===== src/rtl/sipo_frame_controller.sv =====
// Frame-aware serial-receive sequencer: hunts an LSB-first stream for a sync byte, reads a length
// byte, then delivers payload bytes over valid/ready. Optional parity checking via SIPO_PARITY_EN.
module sipo_frame_controller #(
    parameter logic [7:0]  SYNC_PATTERN = 8'hA5,
    parameter int unsigned MAX_LEN      = 16
) (
    input  logic       clock,
    input  logic       resetN,
    input  logic       serialIn,
    input  logic       bitValid,
    input  logic       byteReady,
    input  logic       clearErrors,
    output logic [7:0] byteOut,
    output logic       byteValid,
    output logic       frameStart,
    output logic       frameEnd,
    output logic       lengthError,
    output logic       overrun,
`ifdef SIPO_PARITY_EN
    output logic       parityError,
`endif
    output logic [1:0] state
);

`ifdef SIPO_PARITY_EN
    localparam int unsigned CNT_W     = 4;
    localparam int unsigned BYTE_LAST = 8;
`else
    localparam int unsigned CNT_W     = 3;
    localparam int unsigned BYTE_LAST = 7;
`endif

    typedef enum logic [1:0] {
        HUNT    = 2'd0,
        LENGTH  = 2'd1,
        PAYLOAD = 2'd2
    } state_t;

    state_t             st;
    logic [7:0]         sr;
    logic [CNT_W-1:0]   bit_cnt;
    logic [7:0]         rem_cnt;

    logic [7:0]         sr_next;
    logic               len_last;
    logic               byte_done;
    logic               shift_en;
    logic [7:0]         done_byte;
    logic               len_bad;
    logic               can_load;

    assign state    = st;
    assign sr_next  = {serialIn, sr[7:1]};
    assign len_last = (bit_cnt == CNT_W'(7));
    assign len_bad  = (sr_next == 8'd0) || (32'(sr_next) > MAX_LEN);
    assign can_load = !byteValid || byteReady;

    // With parity the 9th bit completes the byte and must not enter the data window.
`ifdef SIPO_PARITY_EN
    logic parity_bad;
    assign byte_done  = (bit_cnt == CNT_W'(BYTE_LAST));
    assign shift_en   = !byte_done;
    assign done_byte  = sr;
    assign parity_bad = ^{sr, serialIn};
`else
    assign byte_done  = (bit_cnt == CNT_W'(BYTE_LAST));
    assign shift_en   = 1'b1;
    assign done_byte  = sr_next;
`endif

    always_ff @(posedge clock or negedge resetN) begin
        if (!resetN) begin
            st          <= HUNT;
            sr          <= 8'd0;
            bit_cnt     <= '0;
            rem_cnt     <= 8'd0;
            byteOut     <= 8'd0;
            byteValid   <= 1'b0;
            frameStart  <= 1'b0;
            frameEnd    <= 1'b0;
            lengthError <= 1'b0;
            overrun     <= 1'b0;
`ifdef SIPO_PARITY_EN
            parityError <= 1'b0;
`endif
        end else begin
            frameStart <= 1'b0;
            frameEnd   <= 1'b0;

            if (byteValid && byteReady) begin
                byteValid <= 1'b0;
            end

            // Clear first so a coincident error event below keeps the flag set.
            if (clearErrors) begin
                lengthError <= 1'b0;
                overrun     <= 1'b0;
`ifdef SIPO_PARITY_EN
                parityError <= 1'b0;
`endif
            end

            if (bitValid) begin
                case (st)
                    HUNT: begin
                        sr <= sr_next;
                        if (sr_next == SYNC_PATTERN) begin
                            st         <= LENGTH;
                            frameStart <= 1'b1;
                            bit_cnt    <= '0;
                        end
                    end

                    LENGTH: begin
                        sr <= sr_next;
                        if (len_last) begin
                            bit_cnt <= '0;
                            if (len_bad) begin
                                lengthError <= 1'b1;
                                st          <= HUNT;
                            end else begin
                                rem_cnt <= sr_next;
                                st      <= PAYLOAD;
                            end
                        end else begin
                            bit_cnt <= bit_cnt + CNT_W'(1);
                        end
                    end

                    PAYLOAD: begin
                        if (shift_en) begin
                            sr <= sr_next;
                        end
                        if (byte_done) begin
                            bit_cnt <= '0;
                            rem_cnt <= rem_cnt - 8'd1;
                            if (can_load) begin
                                byteOut   <= done_byte;
                                byteValid <= 1'b1;
                            end else begin
                                overrun <= 1'b1;
                            end
`ifdef SIPO_PARITY_EN
                            if (parity_bad) begin
                                parityError <= 1'b1;
                            end
`endif
                            if (rem_cnt == 8'd1) begin
                                frameEnd <= 1'b1;
                                st       <= HUNT;
                                sr       <= 8'd0;
                            end
                        end else begin
                            bit_cnt <= bit_cnt + CNT_W'(1);
                        end
                    end

                    default: begin
                        st      <= HUNT;
                        bit_cnt <= '0;
                    end
                endcase
            end
        end
    end

endmodule


===== config.mk =====
export PLATFORM = sky130hd
export DESIGN_NAME = sipo_frame_controller
export DESIGN_NICKNAME = d
export VERILOG_FILES = /design/src/rtl/sipo_frame_controller.sv
export SDC_FILE = /design/constraint.sdc
export NUM_CORES = 1
export LEC_CHECK = 0
export CELL_PAD_IN_SITES_DETAIL_PLACEMENT = 0
export CELL_PAD_IN_SITES_GLOBAL_PLACEMENT = 2
export CORE_ASPECT_RATIO = 1.25
export CORE_MARGIN = 2
export CORE_UTILIZATION = 25
export CTS_BUF_LIST = sky130_fd_sc_hd__clkbuf_8
export CTS_CLUSTER_DIAMETER = 100
export CTS_CLUSTER_SIZE = 10
export DETAILED_ROUTE_END_ITERATION = 10
export PLACE_DENSITY_LB_ADDON = 0.1
export SETUP_SLACK_MARGIN = 0.5
export SLEW_MARGIN = 30
export SYNTH_ARGS = -nofsm -noshare
export SYNTH_HDL_FRONTEND = slang
export SYNTH_SLANG_ARGS = --single-unit

===== constraint.sdc =====
create_clock -name clock -period 4.5 [get_ports clock]
set_input_delay 0.45 -clock clock [delete_from_list [all_inputs] [get_ports clock]]
set_output_delay 0.45 -clock clock [all_outputs]
set_load 0.02 [all_outputs]

==> results of run 1 <==
[area by class of cell]
| cell class | count | area, um^2 | area share, % |
|---|---|---|---|
| Multi-Input combinational cell | 104 | 841 | 39.3 |
| Clock inverter | 1 | 3.75 | 0.176 |
| Sequential cell | 33 | 826 | 38.6 |
| Tap cell | 90 | 113 | 5.27 |
| Clock buffer | 6 | 82.6 | 3.86 |
| Timing Repair Buffer | 22 | 215 | 10.1 |
| Inverter | 15 | 56.3 | 2.63 |
[flip-flops by register name (all words and copies together) (netlist names)]
| signal | flops |
|---|---|
| bit_cnt | 3 |
| byteOut | 8 |
| byteValid | 1 |
| frameEnd | 1 |
| frameStart | 1 |
| lengthError | 1 |
| overrun | 1 |
| rem_cnt | 8 |
| sr | 7 |
| state | 2 |
[layer usage]
metal	vias to the layer above	wire (um)	GRT usage, %
li1	630	-	-
met1	632	1820	15.2
met2	13	2240	21.3
met3	6	108	2.68
met4	0	79	4.77
met5	-	0	0
[kinds of logic (layout without fill, tap and decap cells)]
| group | Yosys count | in the layout | synth area share, % |
|---|---|---|---|
| flops | 33 | 33 | 47.0 |
| mux | 17 | 17 | 10.4 |
| compound gates | 38 | 38 | 17.2 |
| simple gates | 41 | 41 | 14.6 |
| buf+inv | 23 | 44 | 5.19 |
| fa+ha+maj | 8 | 8 | 5.69 |
[how the worst max path moves through the flow]
stage                        start    endpoint  depth (start not counted)
after global routing      state[0]  byteOut[7]                          5
after floorplan           state[0]  byteOut[7]                          7
after CTS                 state[0]  byteOut[0]                          5
after global placement    state[0]  byteOut[2]                          5
after detailed placement  state[0]  byteOut[0]                          5
final                     state[0]  byteOut[0]                          5
[metrics by stage]
step           instances  setup WS [ns]  util, %
5_1_grt              271           1.45     31.0
2_1_floorplan        160           2.56        -
6_report             271           1.75     31.0
3_3_place_gp         264           1.83     29.8
4_1_cts              271           1.72     31.0
3_5_place_dp         264           1.73     29.8
[where the power goes]
part / internal [W] / switching, W / leakage [nW]
registers: 0.000315 / 0.0000220 / 0.414
clock network: 0.000119 / 0.000109 / 0.0485
logic: 0.0000348 / 0.0000401 / 0.455
total: 0.000469 / 0.000171 / 0.918
[layout by cell type (no fill, tap or decap), types with 2 or more instances in the layout]
cell type	Yosys	layout
dfrtp_1	33	33
clkdlybuf4s50_1	0	20
inv_1	15	16
mux2_2	9	9
ha_1	8	8
mux2i_1	7	7
a22o_1	7	7
clkbuf_8	0	6
nand2_1	5	5
nor2_1	5	5
nand2b_1	4	4
o21ai_0	4	4
nor3_1	4	4
o22ai_1	3	3
nor2b_1	3	3
a31oi_1	3	3
nor3b_1	3	3
a21oi_1	3	3
a211oi_1	3	3
nor4_2	2	2
nand4_1	2	2
or3_1	2	2
and3_1	2	2
or4_1	2	2
o2bb2ai_1	2	2
buf_4	0	2
==> results.sh, run 1 <==
export IMPL_yosysWarningCount=0
export IMPL_worstSetupPathType="reg2reg"
export IMPL_finalHoldViolCount=0
export IMPL_report_final_slew_viol_count=0
export IMPL_crit_buf_inv=1
export IMPL_synthTopCellsByArea="dfrtp_1 47%, mux2_2 5.8%, ha_1 5.7%"
export IMPL_synth_nets=174
export IMPL_status="completed"
export IMPL_pin_count=21
export IMPL_synth_cell_types=48
export IMPL_grt_usage_pct=12.5
export IMPL_final_cell_area_um2=2140
export IMPL_grt_start_max_net_pins=34
export IMPL_finClkSkew_ns=0.00477
export IMPL_async_flop_share_pct=100
export IMPL_die_area_um2=7720
export IMPL_hold_class="reg2reg"
export IMPL_r2r_setup_slack_ns=1.75
export IMPL_rr_worst_depth=5
export IMPL_cts_tree="built"
export IMPL_syn_inst=160
export IMPL_vias=1281
export IMPL_fin_hold_ws_ns=0.505
export IMPL_critPathRequiredTime_ns=4.67
export IMPL_drive_gt1_share_pct=12.2
export IMPL_synth_flop_cell="dfrtp_1"
export IMPL_critical_path_max_stage_delay_ns=0.72
export IMPL_cts_resized=0
export IMPL_p_leak_nw=0.918
export IMPL_antenna_found_initial=0
export IMPL_setup_viol=0
export IMPL_post_cts_buffers=0
export IMPL_period_share_pct=61.2
export IMPL_p_total_w=0.000640
export IMPL_ys_seq_elements=33
export IMPL_die_x_um=79
export IMPL_synth_most_common_cell="dfrtp_1"
export IMPL_cts_hold_buffers=0
export IMPL_syn_to_final_growth_pct=21.6
export IMPL_worst_slew_pin_slew_ns=0.803
export IMPL_irDropWorstVdd_mv=0.142
export IMPL_reg2reg_from="state[0]"
export IMPL_postRouteAntennaNets=0
export IMPL_synth_top_area_cell="dfrtp_1"
export IMPL_arrival_ns=2.92
export IMPL_yosys_top_cells_count="33 x dfrtp_1, 15 x inv_1, 9 x mux2_2"
export IMPL_ys_seq_area_share_pct=47.0
export IMPL_cp_max_fo=17
export IMPL_clk_pin_slew_ns=0.07
export IMPL_synth_area_per_cell_um2=11.0
export IMPL_synth_top_area_share_pct=47.0
export IMPL_rr_endpoint="byteOut[0]"
export IMPL_drt_total_wl_um=4250
export IMPL_critPathLaunchType="flip-flop"
export IMPL_synth_edff_count=0
export IMPL_drt_initial_drc_count=52
export IMPL_fin_tns_setup_ns=0
export IMPL_grt_pass1_wl_um=7470
export IMPL_hp_start="byteOut[6]"
export IMPL_slowest_stage="nor2b_1"
export IMPL_min_to="byteOut[6]"
export IMPL_nNetsFinal=195
export IMPL_worstSkewPairLatency_ns=0.28
export IMPL_initial_utilization_pct=25.5
export IMPL_path_delay_family="simple AND/OR/NAND/NOR gates"
export IMPL_ctsHtreeMaxLevel=2
export IMPL_overflow=0
export IMPL_fill_cells=743
export IMPL_drc=0
export IMPL_drtPass1Iterations=4
export IMPL_whs_path_depth=1
export IMPL_cts_buffers=5
export IMPL_rows=34
export IMPL_cts_sinks=33
export IMPL_hpwl_um=3120
export IMPL_dieHeight_um=97.8
export IMPL_core_area_um2=6890
export IMPL_io_buffers=20
export IMPL_viasPerCell=4.73
export IMPL_wl_per_cell_um=15.7
export IMPL_rsz0062_at_grt="false"
export IMPL_power_density_nw_per_um2=300
export IMPL_maxClockFrequency_mhz=363
export IMPL_crit_path_cell_trace="inv_1 -> ha_1 -> nand3_1 -> nor2b_1 -> mux2_2"
export IMPL_placed_area_um2=2050
export IMPL_first_global_vias=1415
export IMPL_cp_end_kind="flip-flop"
export IMPL_drv_cap=0
export IMPL_final_min_clock_period_ns=2.75
export IMPL_cts_root_buf="clkbuf_8"
export IMPL_gp_congestion=0.734
export IMPL_cts_max_path_buffers=2
export IMPL_diodes=0
export IMPL_syn_area_um2=1760
export IMPL_maxSlewHeadroom_pct=46.4
No activity file was read; power rests on OpenSTA's default activity.
==> run 2: changes to the inputs <==
==> constraint.sdc (replaced) <==
create_clock -name clock -period 2.4 [get_ports clock]
set_input_delay 0.24 -clock clock [delete_from_list [all_inputs] [get_ports clock]]
set_output_delay 0.24 -clock clock [all_outputs]
set_load 0.02 [all_outputs]
==> results.sh, run 2 (synthesized netlist as in run 1, its figures left out) <==
export IMPL_drv_cap=0
export IMPL_overflow=0
export IMPL_postRouteAntennaNets=0
export IMPL_cp_max_fo=3
export IMPL_arrival_ns=2.14
export IMPL_irDropWorstVdd_mv=0.206
export IMPL_reg2reg_from="rem_cnt[0]"
export IMPL_critPathRequiredTime_ns=2.57
export IMPL_drtPass1Iterations=4
export IMPL_finalHoldViolCount=0
export IMPL_drt_initial_drc_count=62
export IMPL_grt_pass1_wl_um=7340
export IMPL_p_leak_nw=0.998
export IMPL_final_min_clock_period_ns=1.97
export IMPL_pin_count=21
export IMPL_antenna_found_initial=0
export IMPL_rr_worst_depth=5
export IMPL_dp_cells=273
export IMPL_drive_gt1_share_pct=24.2
export IMPL_hpwl_um=3060
export IMPL_grt_usage_pct=12.1
export IMPL_status="completed"
export IMPL_worst_slew_pin_slew_ns=0.478
export IMPL_cts_buffers=5
export IMPL_top_regs="byteOut: 8 flops, rem_cnt: 8 flops, sr: 7 flops"
export IMPL_core_area_um2=6890
export IMPL_cts_root_buf="clkbuf_8"
export IMPL_io_buffers=20
export IMPL_placed_area_um2=2120
export IMPL_drc=0
export IMPL_wl_per_cell_um=15.0
export IMPL_drt_total_wl_um=4320
export IMPL_cp_end_kind="flip-flop"
export IMPL_p_total_w=0.00121
export IMPL_clk_pin_slew_ns=0.07
export IMPL_fin_util_pct=33.7
export IMPL_die_x_um=79
export IMPL_rsz0062_at_grt="true"
export IMPL_initial_utilization_pct=25.5
export IMPL_final_common_cell="dfrtp_1"
export IMPL_finalNonFillerCells=288
export IMPL_dieHeight_um=97.8
export IMPL_nNetsFinal=211
export IMPL_gp_congestion=0.756
export IMPL_power_density_nw_per_um2=519
export IMPL_final_cell_mix="33 x dfrtp_1, 20 x clkdlybuf4s50_1, 15 x inv_1, 15 x buf_4, 9 x mux2_2"
export IMPL_cts_max_path_buffers=2
export IMPL_ctsHtreeMaxLevel=2
export IMPL_cts_sinks=33
export IMPL_report_final_slew_viol_count=0
export IMPL_critPathLaunchType="flip-flop"
export IMPL_hold_class="in2async"
export IMPL_rows=34
export IMPL_cts_hold_buffers=0
export IMPL_grt_start_max_net_pins=34
export IMPL_die_area_um2=7720
export IMPL_setup_viol=0
export IMPL_viasPerCell=4.79
export IMPL_syn_to_final_growth_pct=32.2
export IMPL_maxSlewHeadroom_pct=67.9
export IMPL_finClkSkew_ns=0.00507
export IMPL_maxClockFrequency_mhz=507
export IMPL_rr_endpoint="rem_cnt[7]"
export IMPL_period_share_pct=82.1
export IMPL_first_global_vias=1410
export IMPL_diodes=0
export IMPL_worstSetupPathType="reg2reg"
export IMPL_fin_tns_setup_ns=0
export IMPL_r2r_setup_slack_ns=0.43
export IMPL_cts_tree="built"
export IMPL_vias=1380
export IMPL_final_cell_area_um2=2320
export IMPL_worstSkewPairLatency_ns=0.28
run 2: cell types whose count changed in the layout (fill, tap and decap cells not counted), moves of 2 or more:
| cell | delta |
|---|---|
| buf_4 | +13 |
| buf_6 | +3 |
| clkinv_2 | +2 |
| ha_1 | -3 |
| ha_4 | +2 |
run 2: report_power, final:
part           internal, W  switching [W]
logic            0.0000818      0.0000828
registers         0.000591      0.0000454
clock network     0.000197       0.000210
total             0.000869       0.000338
run 2: how the worst max path moves through the flow:
stage,startpoint,end,slack (ns),cells past startpoint
finish,rem_cnt[0],rem_cnt[7],0.43,5
global route,rem_cnt[0],rem_cnt[7],0.36,5
CTS,rem_cnt[1],state[1],0.41,6
detailed placement,serialIn,rem_cnt[4],0.29,6
global placement,serialIn,rem_cnt[3],0.35,5
floorplan,state[0],rem_cnt[7],0.51,7
run 2: final cells by class:
cell class | count | area [um^2]
clock buffers | 5 | 68.8
clock inverters | 3 | 13.8
fillers | 741 | 4570
inverters | 15 | 56.3
multi-input cells | 104 | 901
flip-flops and latches | 33 | 826
well taps | 90 | 113
repair buffers | 38 | 347
run 2: through the flow:
stage	hold slack [ns]	worst slack [ns]
2_1_floorplan	-0.0556	0.513
3_3_place_gp	0.490	0.347
4_1_cts	0.393	0.414
3_5_place_dp	0.495	0.295
6_report	0.372	0.429
5_1_grt	0.409	0.358
run 2: per-layer routing:
| metal | up-vias | wire (um) | share of wire, % | GRT usage (%) |
|---|---|---|---|---|
| met2 | 26 | 2170 | 50 | 20.3 |
| met3 | 5 | 121 | 2.8 | 2.59 |
| li1 | 663 | - | - | - |
| met5 | - | 0 | 0 | 0 |
| met1 | 686 | 1960 | 45 | 15.5 |
| met4 | 0 | 66 | 1.5 | 3.98 |
run 2: worst max-delay path, cell delays in order, from the launching register on:
cell	delay, ns
dfrtp_1	0.43
buf_4	0.16
or4_1	0.59
or2_0	0.25
and3_1	0.19
a221o_1	0.25
run 2: timing repair:
item                       CTS  global route
setup endpoints to repair   17            27
hold endpoints to repair     0             0
setup buffers                6             1
pin swaps                    2             2
resized for setup            4            11
